File: src/rtl/servo_duty_sequencer.sv
// =============================================================================
// servo_duty_sequencer: once-per-frame ADC sample capture -> servo PWM duty.
// Rev 1.0
// =============================================================================
`default_nettype none

module servo_duty_sequencer #(
  parameter int CANT_BITS   = 13,
  parameter int CNT_W       = 21,
  parameter int FRAME_TICKS = 2000000,
  parameter int BASE_TICKS  = 100000,
  parameter int STEP_TICKS  = 392,
  parameter int TIMEOUT     = 1000,
  parameter int DUTY_RST    = 128
) (
  input  logic                 clk,
  input  logic                 rst_n,
  input  logic                 i_enable,
  output logic                 o_adc_start,
  input  logic [CANT_BITS-2:0] i_dato_in,
  input  logic                 i_dato_valid,
  output logic                 o_dato_ready,
  output logic                 o_pwm_out,
  output logic [CANT_BITS-1:0] o_duty_cur,
  output logic                 o_frame_tick,
  output logic                 o_err_timeout
);

  localparam int TO_W = $clog2(TIMEOUT + 1);

  typedef enum logic [2:0] {
    S_IDLE = 3'd0,
    S_REQ  = 3'd1,
    S_WAIT = 3'd2,
    S_CONV = 3'd3,
    S_HOLD = 3'd4
  } state_t;

  state_t               r_state;
  state_t               w_state_nxt;
  logic [CNT_W-1:0]     r_fcnt;
  logic [CNT_W-1:0]     r_hi;
  logic [CNT_W-1:0]     w_hi_new;
  logic [CNT_W-1:0]     w_hi_cmp;
  logic [TO_W-1:0]      r_tcnt;
  logic [7:0]           r_code;
  logic [CANT_BITS-1:0] r_shadow;
  logic [CANT_BITS-1:0] r_active;
  logic [CANT_BITS-1:0] w_duty_new;
  logic                 r_pwm;
  logic                 w_frame_start;
  logic                 w_capture;
  logic                 w_load_shadow;
  logic                 w_timeout_hit;
  logic                 w_unused_lsbs;

  assign w_frame_start = i_enable && (r_fcnt == '0);
  assign o_frame_tick  = i_enable && (r_fcnt == CNT_W'(FRAME_TICKS - 1));
  assign w_hi_new      = CNT_W'(BASE_TICKS) + CNT_W'(r_shadow) * CNT_W'(STEP_TICKS);
  // On the first cycle of a frame the new high time is not registered yet.
  assign w_hi_cmp      = (r_fcnt == '0) ? w_hi_new : r_hi;
  assign w_duty_new    = CANT_BITS'(r_code);
  assign w_timeout_hit = (r_tcnt == TO_W'(TIMEOUT - 1));
  assign w_unused_lsbs = ^i_dato_in[CANT_BITS-10:0];
  assign o_pwm_out     = r_pwm;
  assign o_duty_cur    = r_active;

  always_ff @(posedge clk or negedge rst_n) begin
    if (!rst_n) begin
      r_state <= S_IDLE;
    end else begin
      r_state <= w_state_nxt;
    end
  end

  always_comb begin
    w_state_nxt   = r_state;
    o_adc_start   = 1'b0;
    o_dato_ready  = 1'b0;
    o_err_timeout = 1'b0;
    w_capture     = 1'b0;
    w_load_shadow = 1'b0;
    case (r_state)
      S_IDLE: if (i_enable) w_state_nxt = S_REQ;
      S_REQ: begin
        o_adc_start = 1'b1;
        w_state_nxt = S_WAIT;
      end
      S_WAIT: begin
        o_dato_ready = 1'b1;
        if (i_dato_valid) begin
          w_capture   = 1'b1;
          w_state_nxt = S_CONV;
        end else if (w_timeout_hit) begin
          o_err_timeout = 1'b1;
          w_state_nxt   = S_HOLD;
        end
      end
      S_CONV: begin
        w_load_shadow = 1'b1;
        w_state_nxt   = S_HOLD;
      end
      S_HOLD: if (o_frame_tick) w_state_nxt = S_REQ;
      default: w_state_nxt = S_IDLE;
    endcase
    // Stopping abandons any request or handshake in flight.
    if (!i_enable) begin
      w_state_nxt   = S_IDLE;
      o_adc_start   = 1'b0;
      o_dato_ready  = 1'b0;
      o_err_timeout = 1'b0;
      w_capture     = 1'b0;
    end
  end

  always_ff @(posedge clk or negedge rst_n) begin
    if (!rst_n) begin
      r_fcnt   <= '0;
      r_hi     <= CNT_W'(BASE_TICKS + DUTY_RST * STEP_TICKS);
      r_active <= CANT_BITS'(DUTY_RST);
      r_shadow <= CANT_BITS'(DUTY_RST);
      r_pwm    <= 1'b0;
      r_tcnt   <= '0;
      r_code   <= '0;
    end else begin
      if (!i_enable || o_frame_tick) begin
        r_fcnt <= '0;
      end else begin
        r_fcnt <= r_fcnt + CNT_W'(1);
      end
      if (w_frame_start) begin
        r_active <= r_shadow;
        r_hi     <= w_hi_new;
      end
      r_pwm <= i_enable && (r_fcnt < w_hi_cmp);
      if (r_state == S_REQ) begin
        r_tcnt <= '0;
      end else if (r_state == S_WAIT) begin
        r_tcnt <= r_tcnt + TO_W'(1);
      end
      // Sign bit kept as plain data; bit 4 inverted rounds to the 8-bit code.
      if (w_capture) begin
        r_code <= {i_dato_in[CANT_BITS-2 -: 7], ~i_dato_in[CANT_BITS-9]};
      end
      if (w_load_shadow) begin
        r_shadow <= w_duty_new;
      end
    end
  end

endmodule

`default_nettype wire

File: config.mk
export PLATFORM = sky130hd
export DESIGN_NAME = servo_duty_sequencer
export DESIGN_NICKNAME = d
export VERILOG_FILES = /design/src/rtl/servo_duty_sequencer.sv
export SDC_FILE = /design/constraint.sdc
export NUM_CORES = 1
export LEC_CHECK = 0
export CORE_AREA = 2 2 68 134
export CTS_BUF_LIST = sky130_fd_sc_hd__clkbuf_4
export CTS_CLUSTER_SIZE = 10
export DETAILED_ROUTE_END_ITERATION = 16
export DIE_AREA = 0 0 70 136
export PLACE_DENSITY = 0.77
export SLEW_MARGIN = 15
export SYNTH_ARGS = -nofsm -noshare
export SYNTH_HDL_FRONTEND = slang
export SYNTH_SLANG_ARGS = --single-unit
export TNS_END_PERCENT = 10
File: constraint.sdc
create_clock -name clk -period 5.2 [get_ports clk]
set_input_delay 1.04 -clock clk [delete_from_list [all_inputs] [get_ports clk]]
set_output_delay 1.04 -clock clk [all_outputs]
set_load 0.005 [all_outputs]
======== Word level (Yosys, flattened, before mapping) ========
Cells that the tools add are included.
word-level totals
  register bits ........................... 80
  logic and storage cells ................. 52
operators by class
  $add $sub $neg .......................... 3
  multipliers ............................. 1
  $lt $le $gt $ge ......................... 1
  equality and inequality tests ........... 8
  multiplexer cells ....................... 21
  bitwise gates (word level) .............. 1
  reductions and logical operators ........ 9
operators by type and width
  kind                                               count
  two-way mux 21 bit                                 2
  adder 21 x 1 -> 21 bit, second input constant      1
  == test 21 bit, second input constant              1
  zero test 21 bit                                   1
  less-than comparator 21 bit                        1
  two-way mux 10 bit                                 2
  adder 17 x 17 -> 18 bit, first input constant      1
  case mux 3 bit (5 select lines)                    1
  multiplier 8 x 6 -> 14 bit, second input constant  1
  two-way mux 1 bit                                  12
  two-way mux 3 bit                                  4
  adder 10 x 1 -> 10 bit, second input constant      1
  == test 10 bit, second input constant              1
  == test 3 x 2 -> 1 bit, second input constant      2
  != test 4 bit, second input constant               1
  == test 3 x 1 -> 1 bit, second input constant      1
  == test 3 bit, second input constant               1
  logical AND 1 bit                                  3
  zero test 3 bit                                    1
  != test 3 bit, second input constant               1
  AND reduction 2 bit                                1
  nonzero test 2 bit                                 1
  zero test 1 bit                                    1
  logical OR 1 bit                                   1
  NOT 1 bit                                          1

======== Longest topological paths before layout ========
Gate-level depths: netlist of run 1.
  depth after elaboration ................. 5
  depth in mapped cells ................... 18
  depth with buffers taken out ............ 18

======== Worst setup path after synthesis of run 1 ========
No wires, ideal clock.
  path type ............................... register -> register
  from .................................... reg r_shadow[2]
  to ...................................... reg r_pwm (netlist: o_pwm_out)
  setup time .............................. 0.120 ns
  data arrival time ....................... 4.168 ns
  data required time ...................... 5.080 ns
  slack ................................... 0.912 ns
  cell stages (with the launch flop) ...... 18
  buffers on the path ..................... 0
  period minus slack after synthesis ...... 4.288 ns
  path through ............................ dfrtp_1 ha_1 fa_1 ha_1 ha_1 inv_1 fa_1 nor2b_1 a31oi_1 nor3b_1 nand4_1 a211oi_1 a211oi_2 ha_1 nand4_1 nor3_1 o211ai_1 and4_1
between the ends
  cells in the longest elaborated chain, start to end .. 5
ends and longest elaborated chain
  what                         RTL line  RTL
  start, declared              47        logic [CANT_BITS-1:0] r_shadow;
  start signal, assigned       121       r_shadow <= CANT_BITS'(DUTY_RST);
  start signal, assigned       146       r_shadow <= w_duty_new;
  multiplier 8 x 6 -> 14 bit   59        assign w_hi_new = CNT_W'(BASE_TICKS) + CNT_W'(r_shadow) * CNT_W'(STEP_TICKS);
  adder 17 x 17 -> 18 bit      59
  two-way mux 21 bit           61        assign w_hi_cmp = (r_fcnt == '0) ? w_hi_new : r_hi;
  less-than comparator 21 bit  135       r_pwm <= i_enable && (r_fcnt < w_hi_cmp);
  logical AND 1 bit            135
  end signal, assigned         135
  end, declared                50        logic r_pwm;
No other way between the ends.
A chain may end at the register's enable or synchronous reset.

======== Worst setup path after layout of run 1 ========
Ends and elaborated chain as after synthesis.

==> metrics.md, run 1 <==
| Metric | Value |
|---|---|
| Antenna violation net count after detailed routing | 0 |
| Drt total wl | 9.51 mm |
| Synth warn | 0 |
| Worst Tran Pin Value | 849 ps |
| CTS Buffer Depth | 2 |
| Setup TNS | 0 ps |
| Final #Nets | 548 |
| FP Rows | 48 |
| Layout cells sized above 1 | 0.127 |
| CP max stage cell | dfrtp_1 |
| Clk_lat worst skew | 440 ps |
| Min Tclk post-route | 4820 ps |
| Mapped Cells | 456 |
| Startpoint Class | flip-flop |
| DR pass1 iterations | 6 |
| Nature of the critical path endpoint | flip-flop |
| Largest net degree at the start of global routing | 40 |
| Power Total | 2.79 mW |
| Vias in the first global route | about 3500 |
| DRC | 0 |
| Power Dens Cells | ~550 nW/µm² |
| Syn_area_per_cell | 9.99 µm² |
| Top-count cell post-synth | dfrtp_1 |
| Full die area | 9520 µm² |
| Final setup vio count | 0 |
| Cells after DPL | between 500 and 600 |
| CTS buffer count | 9 |
| Final period util | 0.927 |
| Crit-path max FO | 7 |
| Unrepaired setup endpoints after global routing | no |
| CP Buf/Inv Count | 1 |
| Critical path type | reg -> reg |
| HP Class | reg -> reg |
| Leakage | 2.39 nW |
| Status | completed |
| Synth Cell Area | ~4600 µm² |
| Post-CTS setup buffers | 0 |
| Critical Path Max Stage Delay | 480 ps |
| Critical path required time | between 5000 and 6000 ps |
| Root Buffer | clkbuf_4 |
| Yosys top cell by area | dfrtp_1 |
| CP cell instances | ha_1, fa_1, ha_1, ha_1, inv_1, fa_1, nor2b_1, o311a_1, or4b_1, o311a_2, xnor2_1, mux2i_1, ha_1, nand4_1, nor3_1, o211ai_1, and4_1 |
| Gpl congestion | 0.887 |
| Gr usage total | 0.213 |
| Port bufs | 24 |
| Hold endpoint | o_duty_cur[7] |
| Via density | 5.78 |
| Iter 0 DRT Violations | 212 |
| Worst Reg-to-Reg Cells | 17 |
| Design area | 5070 µm² |
| Peak VDD IR | about 0.43 mV |
| CP dominant cell by count | ha_1 |
| CTS tree | yes |
| Post-synth EDFFs | 0 |
| Hold Crit Start | o_duty_cur[7] |
| CTS HTree Levels | 3 |
| WL/cell | between 15 and 20 µm |
| Vias | between 3000 and 4000 |
| Top cells by count, synth | dfrtp_1 (64), nand2_1 (53), ha_1 (46), nor2_1 (45), mux2_2 (23) |
| Starting Density | 0.534 |
| Grt ovf | 0 |
| Top cell type's share of synthesized area | 0.352 |
| Top cell family by delay on the critical path | adder cells |
| Filler-free cell count of the finished design | 589 |
| Final Hold Fails | 0 |
| First-pass GRT wire length | approximately 16 mm |
| Yosys reg bits | roughly 70 |
| Post-DP HPWL | approximately 7.4 mm |
| Synth async-reset ratio | 1.00 |
| Cell count of the worst hold path | 2 |
| Sequential share of the synthesized area | 0.398 |
| Post-DP Area | 4840 µm² |
| Number of top-level pins | 34 |
| CP arrival | 5150 ps |
| Die width | roughly 70 µm |
| Die height | 136 µm |
| Max Clock Freq | 0.208 GHz |
| CTS Sinks | 72 |
| Final slew viol count | 0 |
| Synth cell types | 54 |
| Worst-path clk slew | 130 ps |
| Initial antenna violation count | 1 |
| FF-to-FF End | o_pwm_out |
| Hold WS | 476 ps |
| Synth area leaders | dfrtp_1 (35%), ha_1 (13%), mux2_2 (5.7%) |
| Core area | 8530 µm² |
| Final clock skew | around 23 ps |
| Worst r2r src | r_shadow[2] |
| Area growth, synth to finish | 11.3% |
| Max Cap Viol | 0 |
| Top FF cell, synth | dfrtp_1 |
| Slew margin rel. | 0.434 |
| R2R Setup Slk | 380 ps |
[how the worst max path moves through the flow]
stage	startpoint	to	slack, ps	depth (start not counted)
6_report	r_shadow[2]	o_pwm_out	380	17
4_1_cts	r_shadow[2]	o_pwm_out	200	18
2_1_floorplan	r_shadow[2]	o_pwm_out	910	17
3_5_place_dp	r_shadow[2]	o_pwm_out	280	17
3_3_place_gp	r_shadow[2]	o_pwm_out	410	19
5_1_grt	r_shadow[2]	o_pwm_out	60	17
[cells by family after synthesis]
family,Yosys count,synth area share
compound gates,51,0.0761
fa+ha+maj,49,0.140
mux,35,0.0832
other cells,1,0.000823
simple gates,178,0.191
flops,72,0.398
buf+inv,32,0.0385
xor+xnor,38,0.0731
[flip-flops by register name, indices dropped and copies added, names as in the netlist]
name / cells
o_duty_cur: 8
o_pwm_out: 1
r_code: 8
r_fcnt: 21
r_hi: 13
r_shadow: 8
r_state: 3
r_tcnt: 10
[per-layer routing]
layer,track usage,up-vias,share of wire
met5,0,-,0
met4,0.141,0,0.046
met3,0.0400,32,0.031
met2,0.409,83,0.58
met1,0.196,1644,0.34
li1,-,1648,-
[cell usage in the layout (no fill, tap or decap), types with 2 or more instances in the layout]
| cell type | netlist | final |
|---|---|---|
| mux2i_1 | 12 | 12 |
| o211ai_1 | 2 | 2 |
| xor2_1 | 20 | 20 |
| dfstp_2 | 8 | 8 |
| xnor2_1 | 18 | 18 |
| a21oi_1 | 13 | 13 |
| nand2_1 | 53 | 53 |
| a211o_1 | 2 | 2 |
| bufinv_16 | 0 | 4 |
| nor3_1 | 11 | 11 |
| inv_1 | 16 | 16 |
| a21o_1 | 5 | 5 |
| o21ai_1 | 3 | 3 |
| nand2b_1 | 2 | 2 |
| nor2b_1 | 6 | 6 |
| and3_1 | 2 | 2 |
| dfrtp_1 | 64 | 64 |
| o21ai_0 | 12 | 12 |
| nand3b_1 | 2 | 2 |
| nand4_1 | 13 | 13 |
| or2_1 | 2 | 2 |
| clkbuf_4 | 0 | 9 |
| nor4_1 | 7 | 7 |
| or3_1 | 2 | 2 |
| nor3b_1 | 3 | 2 |
| ha_1 | 46 | 46 |
| fa_1 | 3 | 3 |
| clkdlybuf4s50_1 | 0 | 23 |
| nor3b_2 | 1 | 2 |
| conb_1 | 1 | 5 |
| buf_4 | 7 | 4 |
| and4_1 | 2 | 2 |
| nor2_1 | 45 | 45 |
| nand3_1 | 17 | 17 |
| a211oi_1 | 2 | 2 |
| and2_1 | 5 | 5 |
| mux2_2 | 23 | 23 |
[where the power goes]
part           internal [mW]  total (mW)  switching [mW]
combinational          0.699        1.45           0.747
clock                  0.293       0.503           0.209
sequential             0.726       0.844           0.117
total                   1.72        2.79            1.07
[worst reg2reg max path: stages (launching register included)]
cell and delay, ps:
dfrtp_1 480, ha_1 330, fa_1 470, ha_1 320, ha_1 230, inv_1 70, fa_1 200, nor2b_1 80
o311a_1 310, or4b_1 470, o311a_2 190, xnor2_1 250, mux2i_1 130, ha_1 340, nand4_1 170, nor3_1 320
o211ai_1 150, and4_1 220
[timing repair]
action | in CTS | in global routing
hold buffers | 0 | 0
hold endpoints to repair | 0 | 0
setup endpoints to repair | 0 | 1
gates resized for setup | 0 | 2
[metrics by stage]
stage / utilization / setup WS [ps]
finish: 0.594 / 381
detailed placement: 0.568 / 277
CTS: 0.593 / 197
floorplan: - / 912
global route: 0.594 / 60.9
global placement: 0.568 / 411
[area by class of cell]
type,instances,area (µm²)
inverter,16,60.1
antenna,1,2.50
sequential,72,1810
tap,100,125
clock buffer,9,67.6
multi-input combinational,356,2590
clock inverter,7,143
timing repair buffer,28,265
fill,724,3460
Power figures use the tool's default switching activity.
==> run 2: changes to the inputs <==
--- a/config.mk
+++ b/config.mk
@@ -10,6 +10,7 @@
 export CTS_CLUSTER_SIZE = 10
 export DETAILED_ROUTE_END_ITERATION = 16
 export DIE_AREA = 0 0 70 136
+export HOLD_SLACK_MARGIN = 0.08
 export PLACE_DENSITY = 0.77
 export SLEW_MARGIN = 15
 export SYNTH_ARGS = -nofsm -noshare
==> constraint.sdc (replaced) <==
create_clock -name clk -period 5.84 [get_ports clk]
set_input_delay 1.168 -clock clk [delete_from_list [all_inputs] [get_ports clk]]
set_output_delay 1.168 -clock clk [all_outputs]
set_load 0.005 [all_outputs]
==> run 2 against run 1 <==
  * First-iteration DRC count decreased by 30%
  * Utilization shrank 0.22 points
  * Sequential share of layout area is 0.13 points higher
  * Combinational power down 12%
  * Cell count is 0.17% lower
  * Setup slack better by 390 ps
  * Sequential power shrank 11%
  * Sequential cell count unchanged
==> metrics.md, run 2 (synthesized netlist as in run 1, its figures left out) <==
| Metric | Value |
|---|---|
| Status | completed |
| CP Buf/Inv Count | 1 |
| Final clock skew | between 20 and 25 ps |
| Unrepaired setup endpoints after global routing | no |
| Critical path type | reg -> reg |
| Critical path required time | about 6200 ps |
| Max reg flops | 21 |
| First-pass GRT wire length | 16.2 mm |
| Die height | 136 µm |
| Vias | 3415 |
| Worst Reg-to-Reg Cells | 18 |
| Post-DP HPWL | 7.24 mm |
| CP cell instances | ha_1, fa_1, ha_1, ha_1, inv_1, fa_1, nor2b_1, nand2_1, nor4b_1, nand4_1, nand3_1, mux2i_1, ha_1, and3_1, nand4_1, nor3_1, o211ai_1, and4_1 |
| Commonest non-fill, non-tap cell in the layout | dfrtp_1 |
| HP Class | reg -> reg |
| Cells after DPL | 571 |
| FF-to-FF End | o_pwm_out |
| Setup TNS | 0 ps |
| Core area | 8530 µm² |
| Worst setup path endpoint | o_pwm_out |
| Critical Path Max Stage Delay | between 500 and 600 ps |
| Peak VDD IR | around 0.45 mV |
| Post-CTS Resized | 0 |
| Largest net degree at the start of global routing | 73 |
| CTS Sinks | 72 |
| Most used routing layer | met2 |
| Switching power total | 0.963 mW |
| Routing usage on met1 | 0.211 |
| FP Rows | 48 |
| Crit-path max FO | 7 |
| Power Dens Cells | slightly below 500 nW/µm² |
| Worst r2r src | r_shadow[2] |
| Area growth, synth to finish | 10.9% |
| Post-CTS setup buffers | 0 |
| WL/cell | 16.2 µm |
| Largest Register | r_fcnt |
| Final Hold Fails | 0 |
| CTS HTree Levels | 3 |
| Clk_lat worst skew | 450 ps |
| Clock share of power | 0.183 |
| Vias in the first global route | 3521 |
| Leakage | 2.38 nW |
| CP Depth | 18 |
| Sequential share of power | 0.303 |
| CTS tree | yes |
| DR pass1 iterations | 5 |
| Top flop regs | r_fcnt (21), r_hi (13), r_tcnt (10) |
| CP max stage cell | nor4b_1 |
| Design area | roughly 5000 µm² |
| Switch share | 0.389 |
| Hold-fix buffers, CTS | 0 |
| Met2 GRT Util | 0.422 |
| Gr usage total | 0.219 |
| Startpoint Class | flip-flop |
| Top cell family by delay on the critical path | adder cells |
| Fill cell count | 726 |
| Final slew viol count | 0 |
| CP arrival | 5420 ps |
| CP dominant cell by count | ha_1 |
| Layout cells sized above 1 | 0.121 |
| Full die area | 9520 µm² |
| Worst-path clk slew | 120 ps |
| Port bufs | 24 |
| Worst Setup SP | r_shadow[2] |
| Iter 0 DRT Violations | roughly 150 |
| Final period util | 0.869 |
| Internal power | 1.51 mW |
| Min Tclk post-route | 5070 ps |
| Grt ovf | 0 |
| Gpl congestion | 0.894 |
| Global-route met3 utilization | 0.0452 |
| Number of top-level pins | 34 |
| Logic gate share of total power | 0.514 |
| Max Clock Freq | 0.197 GHz |
| Final #Nets | 547 |
| Starting Density | 0.534 |
| Die width | around 70 µm |
| Commonest cells after routing, fill and taps aside | dfrtp_1 (64), nand2_1 (53), ha_1 (46), nor2_1 (45) |
| Root Buffer | clkbuf_4 |
| CTS Buffer Depth | 2 |
| Initial antenna violation count | 1 |
| R2R Setup Slk | 770 ps |
| Nature of the critical path endpoint | flip-flop |
| Worst Tran Pin Value | 910 ps |
| Final setup vio count | 0 |
| Filler-free cell count of the finished design | between 500 and 600 |
| Drt total wl | roughly 9.5 mm |
| Post-DP Area | 4840 µm² |
| Antenna violation net count after detailed routing | 0 |
| Max Cap Viol | 0 |
| Via density | slightly below 6 |
| Slew margin rel. | 0.394 |
| Post-layout util | 0.592 |
| DRC | 0 |
| CTS buffer count | 9 |
[run 2: per-layer routing]
metal | share of wire | up-vias
met3 | 0.029 | 38
met4 | 0.044 | 0
li1 | - | 1648
met5 | 0 | -
met1 | 0.36 | 1653
met2 | 0.57 | 76
[run 2: worst min path at each step]
stage	from	endpoint	slack (ps)	cells past startpoint
floorplan	r_hi[6]	r_hi[6]	440	2
global placement	o_duty_cur[7]	o_duty_cur[7]	450	2
detailed placement	o_duty_cur[7]	o_duty_cur[7]	450	2
CTS	o_duty_cur[7]	o_duty_cur[7]	470	2
global route	o_duty_cur[7]	o_duty_cur[7]	500	2
finish	o_duty_cur[7]	o_duty_cur[7]	470	2
[run 2: cell type report]
class | instances | area (µm²) | area share
Multi-Input combinational cell | 356 | 2580 | 0.511
Sequential cell | 72 | 1810 | 0.359
Timing Repair Buffer | 27 | 258 | 0.0510
Clock inverter | 7 | 143 | 0.0282
Tap cell | 100 | 125 | 0.0248
Clock buffer | 9 | 67.6 | 0.0134
Inverter | 16 | 60.1 | 0.0119
Antenna cell | 1 | 2.50 | 0.000496
[run 2: stage by stage]
step           total power, mW  setup WS, ps  hold slack, ps
2_1_floorplan             1.72          1550             438
6_report                  2.48           767             470
3_3_place_gp              1.97          1010             445
3_5_place_dp              2.03           877             454
5_1_grt                   2.70           472             501
4_1_cts                   2.50           731             472
[run 2: worst min-delay path, cell delays in order, from the launching register on]
cell     delay (ps)
dfstp_2         390
nand2_1          50
nand2_1          40
[run 2: power groups by stage]
stage	logic [mW]	clock network [mW]	registers, mW
floorplan	0.990	0	0.731
global placement	1.22	0	0.752
detailed placement	1.27	0	0.760
CTS	1.29	0.459	0.751
global route	1.45	0.484	0.769
finish	1.27	0.452	0.750
